==> src/rtl/histogram_pkg.sv <==
// Shared types and constants for the histogram decompressor and its LFSR.
package histogram_pkg;

  typedef enum logic [1:0] {
    ST_IDLE  = 2'd0,
    ST_RUN   = 2'd1,
    ST_DRAIN = 2'd2
  } state_t;

  localparam logic [31:0] DEFAULT_LFSR_SEED = 32'h0000_0001;

  function automatic int unsigned num_bins(input int unsigned num_streams);
    return 32'd1 << num_streams;
  endfunction

  // Maximal-length Fibonacci tap masks for the widths we expect to use.
  function automatic logic [31:0] default_lfsr_taps(input int unsigned width);
    logic [31:0] taps;
    case (width)
      32'd3:   taps = 32'h0000_0006;
      32'd4:   taps = 32'h0000_000C;
      32'd5:   taps = 32'h0000_0014;
      32'd6:   taps = 32'h0000_0030;
      32'd7:   taps = 32'h0000_0060;
      32'd8:   taps = 32'h0000_00B8;
      32'd16:  taps = 32'h0000_B400;
      default: taps = 32'h0000_00B8;
    endcase
    return taps;
  endfunction

endpackage

==> src/rtl/lfsr_fib.sv <==
// Fibonacci LFSR: shifts left, feedback is the parity of the tapped bits.
module lfsr_fib #(
  parameter int unsigned          WIDTH = 8,
  parameter logic [WIDTH-1:0]     TAPS  = WIDTH'(8'hB8),
  parameter logic [WIDTH-1:0]     SEED  = WIDTH'(1)
) (
  input  logic             clk,
  input  logic             rst_n,
  input  logic             load,
  input  logic             step,
  output logic [WIDTH-1:0] state
);

  always_ff @(posedge clk or negedge rst_n) begin
    if (!rst_n) begin
      state <= SEED;
    end else if (load) begin
      state <= SEED;
    end else if (step) begin
      state <= {state[WIDTH-2:0], ^(state & TAPS)};
    end
  end

endmodule

==> src/rtl/histogram_decompressor_nch.sv <==
// Expands a joint histogram into NUM_STREAMS correlated unary bitstreams,
// one symbol per cycle, with LFSR-randomised symbol order and valid/ready output.
module histogram_decompressor_nch
  import histogram_pkg::*;
#(
  parameter int unsigned          NUM_STREAMS   = 2,
  parameter int unsigned          STREAM_LENGTH = 128,
  parameter int unsigned          COUNTER_WIDTH = $clog2(STREAM_LENGTH + 1),
  parameter int unsigned          LFSR_WIDTH    = 8,
  parameter logic [LFSR_WIDTH-1:0] LFSR_TAPS    = LFSR_WIDTH'(default_lfsr_taps(LFSR_WIDTH)),
  parameter logic [LFSR_WIDTH-1:0] LFSR_SEED    = LFSR_WIDTH'(DEFAULT_LFSR_SEED)
) (
  input  logic                                               clk,
  input  logic                                               rst_n,
  input  logic                                               start,
  input  logic                                               abort,
  input  logic [num_bins(NUM_STREAMS)*COUNTER_WIDTH-1:0]     counts,
  output logic [NUM_STREAMS-1:0]                             out_data,
  output logic                                               out_valid,
  input  logic                                               out_ready,
  output logic                                               busy,
  output logic                                               done,
  output logic                                               err
);

  localparam int unsigned NUM_BINS  = num_bins(NUM_STREAMS);
  localparam int unsigned CNT_VEC_W = NUM_BINS * COUNTER_WIDTH;
  localparam int unsigned SUM_W     = COUNTER_WIDTH + NUM_STREAMS;

  state_t                   state_q, state_d;
  logic [CNT_VEC_W-1:0]     cnt_q, cnt_d;
  logic [COUNTER_WIDTH-1:0] rem_q, rem_d;
  logic [NUM_STREAMS-1:0]   out_data_d;
  logic                     out_valid_d, busy_d, done_d, err_d;
  logic                     lfsr_load, lfsr_step;
  logic [LFSR_WIDTH-1:0]    lfsr_state;
  logic [SUM_W-1:0]         sum_c;
  logic [NUM_STREAMS-1:0]   sel_c;
  logic                     issue_c;

  // First nonzero bin scanning upward (with wrap) from the LFSR low bits.
  function automatic logic [NUM_STREAMS-1:0] pick_bin(
    input logic [CNT_VEC_W-1:0]  cnt,
    input logic [LFSR_WIDTH-1:0] lfsr
  );
    logic [NUM_STREAMS-1:0] idx;
    logic [NUM_STREAMS-1:0] sel;
    logic                   found;
    int unsigned            base;
    sel   = lfsr[NUM_STREAMS-1:0];
    found = 1'b0;
    for (int unsigned k = 0; k < NUM_BINS; k++) begin
      idx  = lfsr[NUM_STREAMS-1:0] + NUM_STREAMS'(k);
      base = 32'(idx) * COUNTER_WIDTH;
      if (!found && (cnt[base +: COUNTER_WIDTH] != '0)) begin
        sel   = idx;
        found = 1'b1;
      end
    end
    return sel;
  endfunction

  lfsr_fib #(
    .WIDTH (LFSR_WIDTH),
    .TAPS  (LFSR_TAPS),
    .SEED  (LFSR_SEED)
  ) u_lfsr (
    .clk   (clk),
    .rst_n (rst_n),
    .load  (lfsr_load),
    .step  (lfsr_step),
    .state (lfsr_state)
  );

  // Sum is wide enough that NUM_BINS maximal counts cannot overflow.
  always_comb begin
    sum_c = '0;
    for (int unsigned b = 0; b < NUM_BINS; b++) begin
      sum_c = sum_c + SUM_W'(counts[b*COUNTER_WIDTH +: COUNTER_WIDTH]);
    end
  end

  assign sel_c   = pick_bin(cnt_q, lfsr_state);
  assign issue_c = (state_q == ST_RUN) && (!out_valid || out_ready) && (rem_q != '0);

  // Next-state and next-output logic.
  always_comb begin
    state_d     = state_q;
    cnt_d       = cnt_q;
    rem_d       = rem_q;
    out_data_d  = out_data;
    out_valid_d = out_valid;
    done_d      = 1'b0;
    err_d       = 1'b0;
    lfsr_load   = 1'b0;
    lfsr_step   = 1'b0;

    if (abort && (state_q != ST_IDLE)) begin
      state_d     = ST_IDLE;
      cnt_d       = '0;
      rem_d       = '0;
      out_valid_d = 1'b0;
    end else begin
      case (state_q)
        ST_IDLE: begin
          if (start) begin
            if (sum_c != SUM_W'(STREAM_LENGTH)) begin
              err_d = 1'b1;
            end else begin
              cnt_d     = counts;
              rem_d     = COUNTER_WIDTH'(STREAM_LENGTH);
              lfsr_load = 1'b1;
              state_d   = ST_RUN;
            end
          end
        end
        ST_RUN: begin
          if (issue_c) begin
            out_data_d  = sel_c;
            out_valid_d = 1'b1;
            cnt_d[32'(sel_c)*COUNTER_WIDTH +: COUNTER_WIDTH] =
              cnt_q[32'(sel_c)*COUNTER_WIDTH +: COUNTER_WIDTH] - COUNTER_WIDTH'(1);
            rem_d       = rem_q - COUNTER_WIDTH'(1);
            lfsr_step   = 1'b1;
            if (rem_q == COUNTER_WIDTH'(1)) begin
              state_d = ST_DRAIN;
            end
          end
        end
        ST_DRAIN: begin
          if (out_valid && out_ready) begin
            out_valid_d = 1'b0;
            done_d      = 1'b1;
            state_d     = ST_IDLE;
          end
        end
        default: state_d = ST_IDLE;
      endcase
    end

    busy_d = (state_d != ST_IDLE);
  end

  always_ff @(posedge clk or negedge rst_n) begin
    if (!rst_n) begin
      state_q   <= ST_IDLE;
      cnt_q     <= '0;
      rem_q     <= '0;
      out_data  <= '0;
      out_valid <= 1'b0;
      busy      <= 1'b0;
      done      <= 1'b0;
      err       <= 1'b0;
    end else begin
      state_q   <= state_d;
      cnt_q     <= cnt_d;
      rem_q     <= rem_d;
      out_data  <= out_data_d;
      out_valid <= out_valid_d;
      busy      <= busy_d;
      done      <= done_d;
      err       <= err_d;
    end
  end

endmodule

==> config.mk <==
export PLATFORM = sky130hd
export DESIGN_NAME = histogram_decompressor_nch
export DESIGN_NICKNAME = d
export VERILOG_FILES = /design/src/rtl/histogram_pkg.sv /design/src/rtl/lfsr_fib.sv /design/src/rtl/histogram_decompressor_nch.sv
export SDC_FILE = /design/constraint.sdc
export NUM_CORES = 1
export LEC_CHECK = 0
export CORE_MARGIN = 8
export CORE_UTILIZATION = 35
export CTS_BUF_LIST = sky130_fd_sc_hd__clkbuf_2
export CTS_CLUSTER_SIZE = 25
export DETAILED_ROUTE_END_ITERATION = 6
export SYNTH_ARGS = -nofsm -noshare
export SYNTH_HDL_FRONTEND = slang
export SYNTH_SLANG_ARGS = --single-unit
==> constraint.sdc <==
create_clock -name clk -period 8.95 [get_ports clk]
set_clock_uncertainty 0.2 [all_clocks]
set_input_delay 2.685 -clock clk [delete_from_list [all_inputs] [get_ports clk]]
set_output_delay 2.685 -clock clk [all_outputs]
set_load 0.01 [all_outputs]
After elaboration in Yosys (flattened, before gate mapping)
Index checks and enable logic that the tools add are counted.
- $add $sub $neg: 9
- eq/ne operators: 8
- shift-type cells: 7
- muxes and demuxes: 44
- bitwise logic cells: 1
- reductions and logical operators: 27
- operators with widths (kind ; number):
    $shiftx 32x6->8 ; 5
    $mux 32 ; 4
    $pmux 32 s2 ; 1
    $mux 8 ; 6
    $reduce_bool 8->1 ; 5
    $neg 5->34 ; 1
    $shift 8x34->32 const A ; 1
    $shiftx 8x34->32 ; 1
    $bwmux 32 ; 1
    $mux 1 ; 20
    $mux 2 ; 9
    $pmux 8 s2 ; 1
    $sub 8x1->8 const B ; 2
    $add 10x8->10 ; 1
    $add 9x8->10 ; 1
    $ne 10x8->1 const B ; 1
    $add 8x8->9 ; 1
    $ne 3x3->1 const B ; 3
    $eq 8x1->1 const B ; 1
    $reduce_xor 8->1 ; 1
    $logic_and 1x1->1 ; 7
    $pmux 2 s3 ; 1
    $reduce_and 3->1 ; 2
    $reduce_bool 2->1 ; 3
    12 further kinds ; 17
- flip-flop bits (word level): 56
- input port bits: 37
- output and inout port bits: 6
- word-level logic and storage cells: 105

Longest topological paths before layout
- depth after elaboration: 19
- gate-level depth with buffers: 15
- gate-level depth less buffers: 14

Cells and area by module
A second synthesis with hierarchy kept.
- cell total of the unflattened synthesis: 448
- area, all modules: 4232.8 µm²
- modules (own cells, without submodules) (module ; instances ; cells each ; area each (µm²) ; seq. area each (µm²)):
    histogram_decompressor_nch ; 1 ; 418 ; 3885.0 ; 1201.2
    lfsr_fib ; 1 ; 30 ; 347.8 ; 201.4

Worst setup path before layout
Ideal clock, no wire load.
- path type: input-to-reg
- start point: input port counts[1]
- end point: register cnt_q[11]
- setup time: 0.146 ns
- data arrival time: 6.352 ns
- data required time: 8.604 ns
- setup slack: 2.252 ns
- stages: 15
- buffers on the path: 1
- cells stage by stage: fa_1 -> fa_1 -> ha_1 -> inv_1 -> fa_1 -> or4b_1 -> nor3_1 -> nand4b_1 -> nor4_1 -> nand2_1 -> a21oi_1 -> o21ai_0 -> clkbuf_1 -> nand2_1 -> o221ai_1
- longest elaborated chain between the ends: 6
- ends and longest elaborated chain (item ; RTL line ; text):
    start, declared ; histogram_decompressor_nch.sv:17 ; input logic [num_bins(NUM_STREAMS)*COUNTER_WIDTH-1:0] counts,
    $add 8x8->9 ; histogram_decompressor_nch.sv:79 ; sum_c = sum_c + SUM_W'(counts[b*COUNTER_WIDTH +: COUNTER_WIDTH]);
    $add 9x8->10 ; histogram_decompressor_nch.sv:79 ;
    $add 10x8->10 ; histogram_decompressor_nch.sv:79 ;
    $ne 10x8->1 ; histogram_decompressor_nch.sv:107 ; if (sum_c != SUM_W'(STREAM_LENGTH)) begin
    $ne 3x3->1 (no line) ; -- ;
    $reduce_and 4->1 (no line) ; -- ;
    end signal, assigned ; histogram_decompressor_nch.sv:156 ; cnt_q <= cnt_d;
    end, declared ; histogram_decompressor_nch.sv:31 ; logic [CNT_VEC_W-1:0] cnt_q, cnt_d;
No other way between the ends.
A chain may end at the register's enable or synchronous reset.

Worst setup path after layout
- start point: input port counts[9]
- end point: register cnt_q[24]
Same word-level chain as after synthesis.

==> results.yml <==
detailed_routing:
  drc: 0
  initialDrtViolationCount: 285
  via_per_inst: 5.76
  ant_nets: 0
  drtPass1Iterations: 6
  wirelength_um: 11400
  wl_per_cell_um: 18.5
  vias: 3557
logic_synthesis:
  syn_nets: 509
  synth_seq_area_share_pct: 35.2
  synth-edff-count: 0
  ys.flop_type: "dfrtp_1"
  ys_ff_latch: 56
  syn_area_um2: 3990
  async_reset_ff_share_pct: 100
  netlist_instances: 439
  synth_cell_type_count: 60
  synth_area_per_cell_um2: 9.09
  yosys_warnings: 0
clock_tree:
  cts_buffer_depth: 2
  h-tree-depth: 2
  cts_resized: 0
  clkTransAtPathRegs_ps: 310
  cts_hold_buf: 0
  clock-sinks: 56
  cts.root.buffer_cell: "clkbuf_2"
  cts_tree: "yes"
  clk_latency_ps: 470
  post_cts_buffers: 0
  cts-buffers-inserted: 5
min_path:
  min_path_type: "register to register"
setup_path:
  critPathMaxStageDelay_ps: 530
  path_class: "input port to register"
  cp-start-kind: "input port"
  crit_fanout: 13
  critPathCaptureType: "register"
  path_delay_family: "simple AND/OR/NAND/NOR gates"
  path_common_cell: "fa_1"
  required_ps: 9180
  cp_cell_sequence: "clkdlybuf4s50_1 > fa_1 > fa_1 > ha_1 > inv_1 > fa_1 > or4b_1 > nor3_1 > nand4b_1 > nor4_1 > nand2_1 > a21oi_1 > o21ai_0 > nand2b_1 > o21ai_0"
  worstPathArrival_ps: 7700
  slowest_stage: "fa_1"
  cp_num_buf_inv: 2
timing:
  grt_setup_unrepaired: "false"
  finalSetupViolations: 0
  period_needed_ps: 7480
  max_freq_mhz: 134
  hold_viol_final: 0
  timing.final.crit_share_pct: 83.5
  max_slew_margin_pct: 18.8
  drv_slew: 0
  tightestPinTransition_ps: 1210
  setup_tns_ps: 0
floorplanning:
  fp.dieW_um: 123
  num_io_pins: 43
  start_util_pct: 35.4
  dieArea_um2: 15100
  coreArea_um2: 11300
  row_count: 39
  die_y_um: 123
place:
  dp_hpwl_um: 9160
  portBuffers: 42
  routabilityCongestion: 0.866
cells_and_area:
  area_growth_pct: 15.0
  final_net_count: 543
  drive_gt1_share_pct: 6.54
  n_fill_cell: 1108
grt:
  grt_pass1_wl_um: 18800
  grt_max_degree: 57
  overflow: 0
  grt_pass1_vias: 3567
  antenna_found_initial: 1
  grt_usage_pct: 15.9
run_status:
  status: "complete, no violations"
flow_run:
  cap_viol_max_count: 0
==> cell usage in the layout, fill, tap and decap left out, types with 4 or more instances in the layout <==
cell,instances
nand2_1,73
dfrtp_1,55
clkdlybuf4s50_1,41
o21ai_0,31
a21oi_1,24
inv_1,19
a22oi_1,19
nor2_1,17
ha_1,17
fa_1,16
nand3_1,15
o221ai_1,12
o21ai_1,9
nor4_1,8
nand2b_1,7
and3_1,6
xnor2_1,6
nor2b_1,6
o31ai_1,6
nand4_1,5
a21o_1,5
mux2i_1,5
clkbuf_2,5
nor4_2,4
and2_1,4
xor2_1,4
==> worst register-to-register path, delay by kind of cell, from the launching register on <==
| family | cells | cell delay (ps) |
|---|---|---|
| simple gates | 3 | 1550 |
| compound gates | 5 | 1220 |
| flops | 1 | 500 |
| xor+xnor | 1 | 420 |
| buf+inv | 1 | 320 |
==> synth_stat cells (2+ instances only) <==
cell	number	area, um2
nand2_1	73	274
dfrtp_1	55	1380
o21ai_0	33	165
a21oi_1	24	120
a22oi_1	19	143
inv_1	19	71.3
ha_1	17	213
nor2_1	17	63.8
clkbuf_1	16	60.1
fa_1	16	320
nand3_1	15	75.1
o221ai_1	12	105
nor4_1	8	50.1
nand2b_1	7	43.8
o21ai_1	7	35.0
and3_1	6	37.5
nor2b_1	6	37.5
o31ai_1	6	45.0
xnor2_1	6	52.6
a21o_1	5	37.5
mux2i_1	5	50.1
nand4_1	5	31.3
and2_1	4	25.0
nor4_2	4	50.1
xor2_1	4	35.0
a211oi_1	3	22.5
nand3b_1	3	22.5
nor3_1	3	15.0
a2111oi_0	2	17.5
a31oi_1	2	12.5
a32oi_1	2	17.5
mux2_2	2	22.5
nor4_4	2	42.5
o22ai_1	2	12.5
or2_2	2	12.5
or3_1	2	12.5
or4_1	2	15.0
==> sequential cells by signal, summed over array words and instances, names as in the netlist <==
signal	cells
out_valid	1
u_lfsr.state	8
busy	1
done	1
err	1
cnt_q	32
out_data	2
rem_q	8
state_q	2
==> stage by stage <==
stage                     setup WS, ps  hold WS [ps]  instances  cell area, um2  util, %
final                             1470           342        618            4590     40.7
after global routing               897           359        618            4590     40.7
after CTS                         1390           347        617            4590     40.7
after detailed placement           880           290        609            4530     40.2
after global placement             967           274        609            4530     40.2
after floorplan                   2250           264        439            3990        -
==> area by class of cell <==
class	count	area (um2)	share of cell area, %
Clock buffer	5	25.0	0.545
Inverter	20	75.1	1.64
Timing Repair Buffer	44	430	9.38
Tap cell	143	179	3.90
Clock inverter	3	27.5	0.600
Multi-Input combinational cell	346	2450	53.3
Sequential cell	56	1400	30.6
Antenna cell	1	2.50	0.0545
==> logic make-up (layout without fill, tap and decap cells) <==
kind of cell,after synthesis,count (layout),share of synthesized area (%)
fa+ha+maj,33,33,13.4
xor+xnor,10,10,2.19
simple gates,165,165,21.7
flops,56,56,35.2
compound gates,130,130,21.9
buf+inv,37,72,3.51
other cells,0,1,0
mux,8,8,2.19
==> metal layers <==
| layer | global-route usage (%) | wire [um] |
|---|---|---|
| met3 | 2.90 | 582 |
| met2 | 25.6 | 5510 |
| met4 | 5.03 | 209 |
| met1 | 21.1 | 5140 |
| met5 | 0 | 0 |
==> final timing paths <==
check / start / end / slack (ps) / cells after the start
min in group asynchronous: rst_n / rem_q[6]$_DFFE_PN0P_ / 2080 / 2
min reg2reg: out_data[1]$_DFFE_PN0P_ / out_data[1]$_DFFE_PN0P_ / 340 / 2
min: out_data[1]$_DFFE_PN0P_ / out_data[1]$_DFFE_PN0P_ / 340 / 2
max reg2reg: cnt_q[6]$_DFFE_PN0P_ / cnt_q[15]$_DFFE_PN0P_ / 4630 / 10
max in group asynchronous: rst_n / cnt_q[5]$_DFFE_PN0P_ / 6010 / 2
max: counts[9] / cnt_q[24]$_DFFE_PN0P_ / 1470 / 15
Power is not shown: default switching activity piles up to over one toggle a cycle in this logic, so the estimate is an artifact.
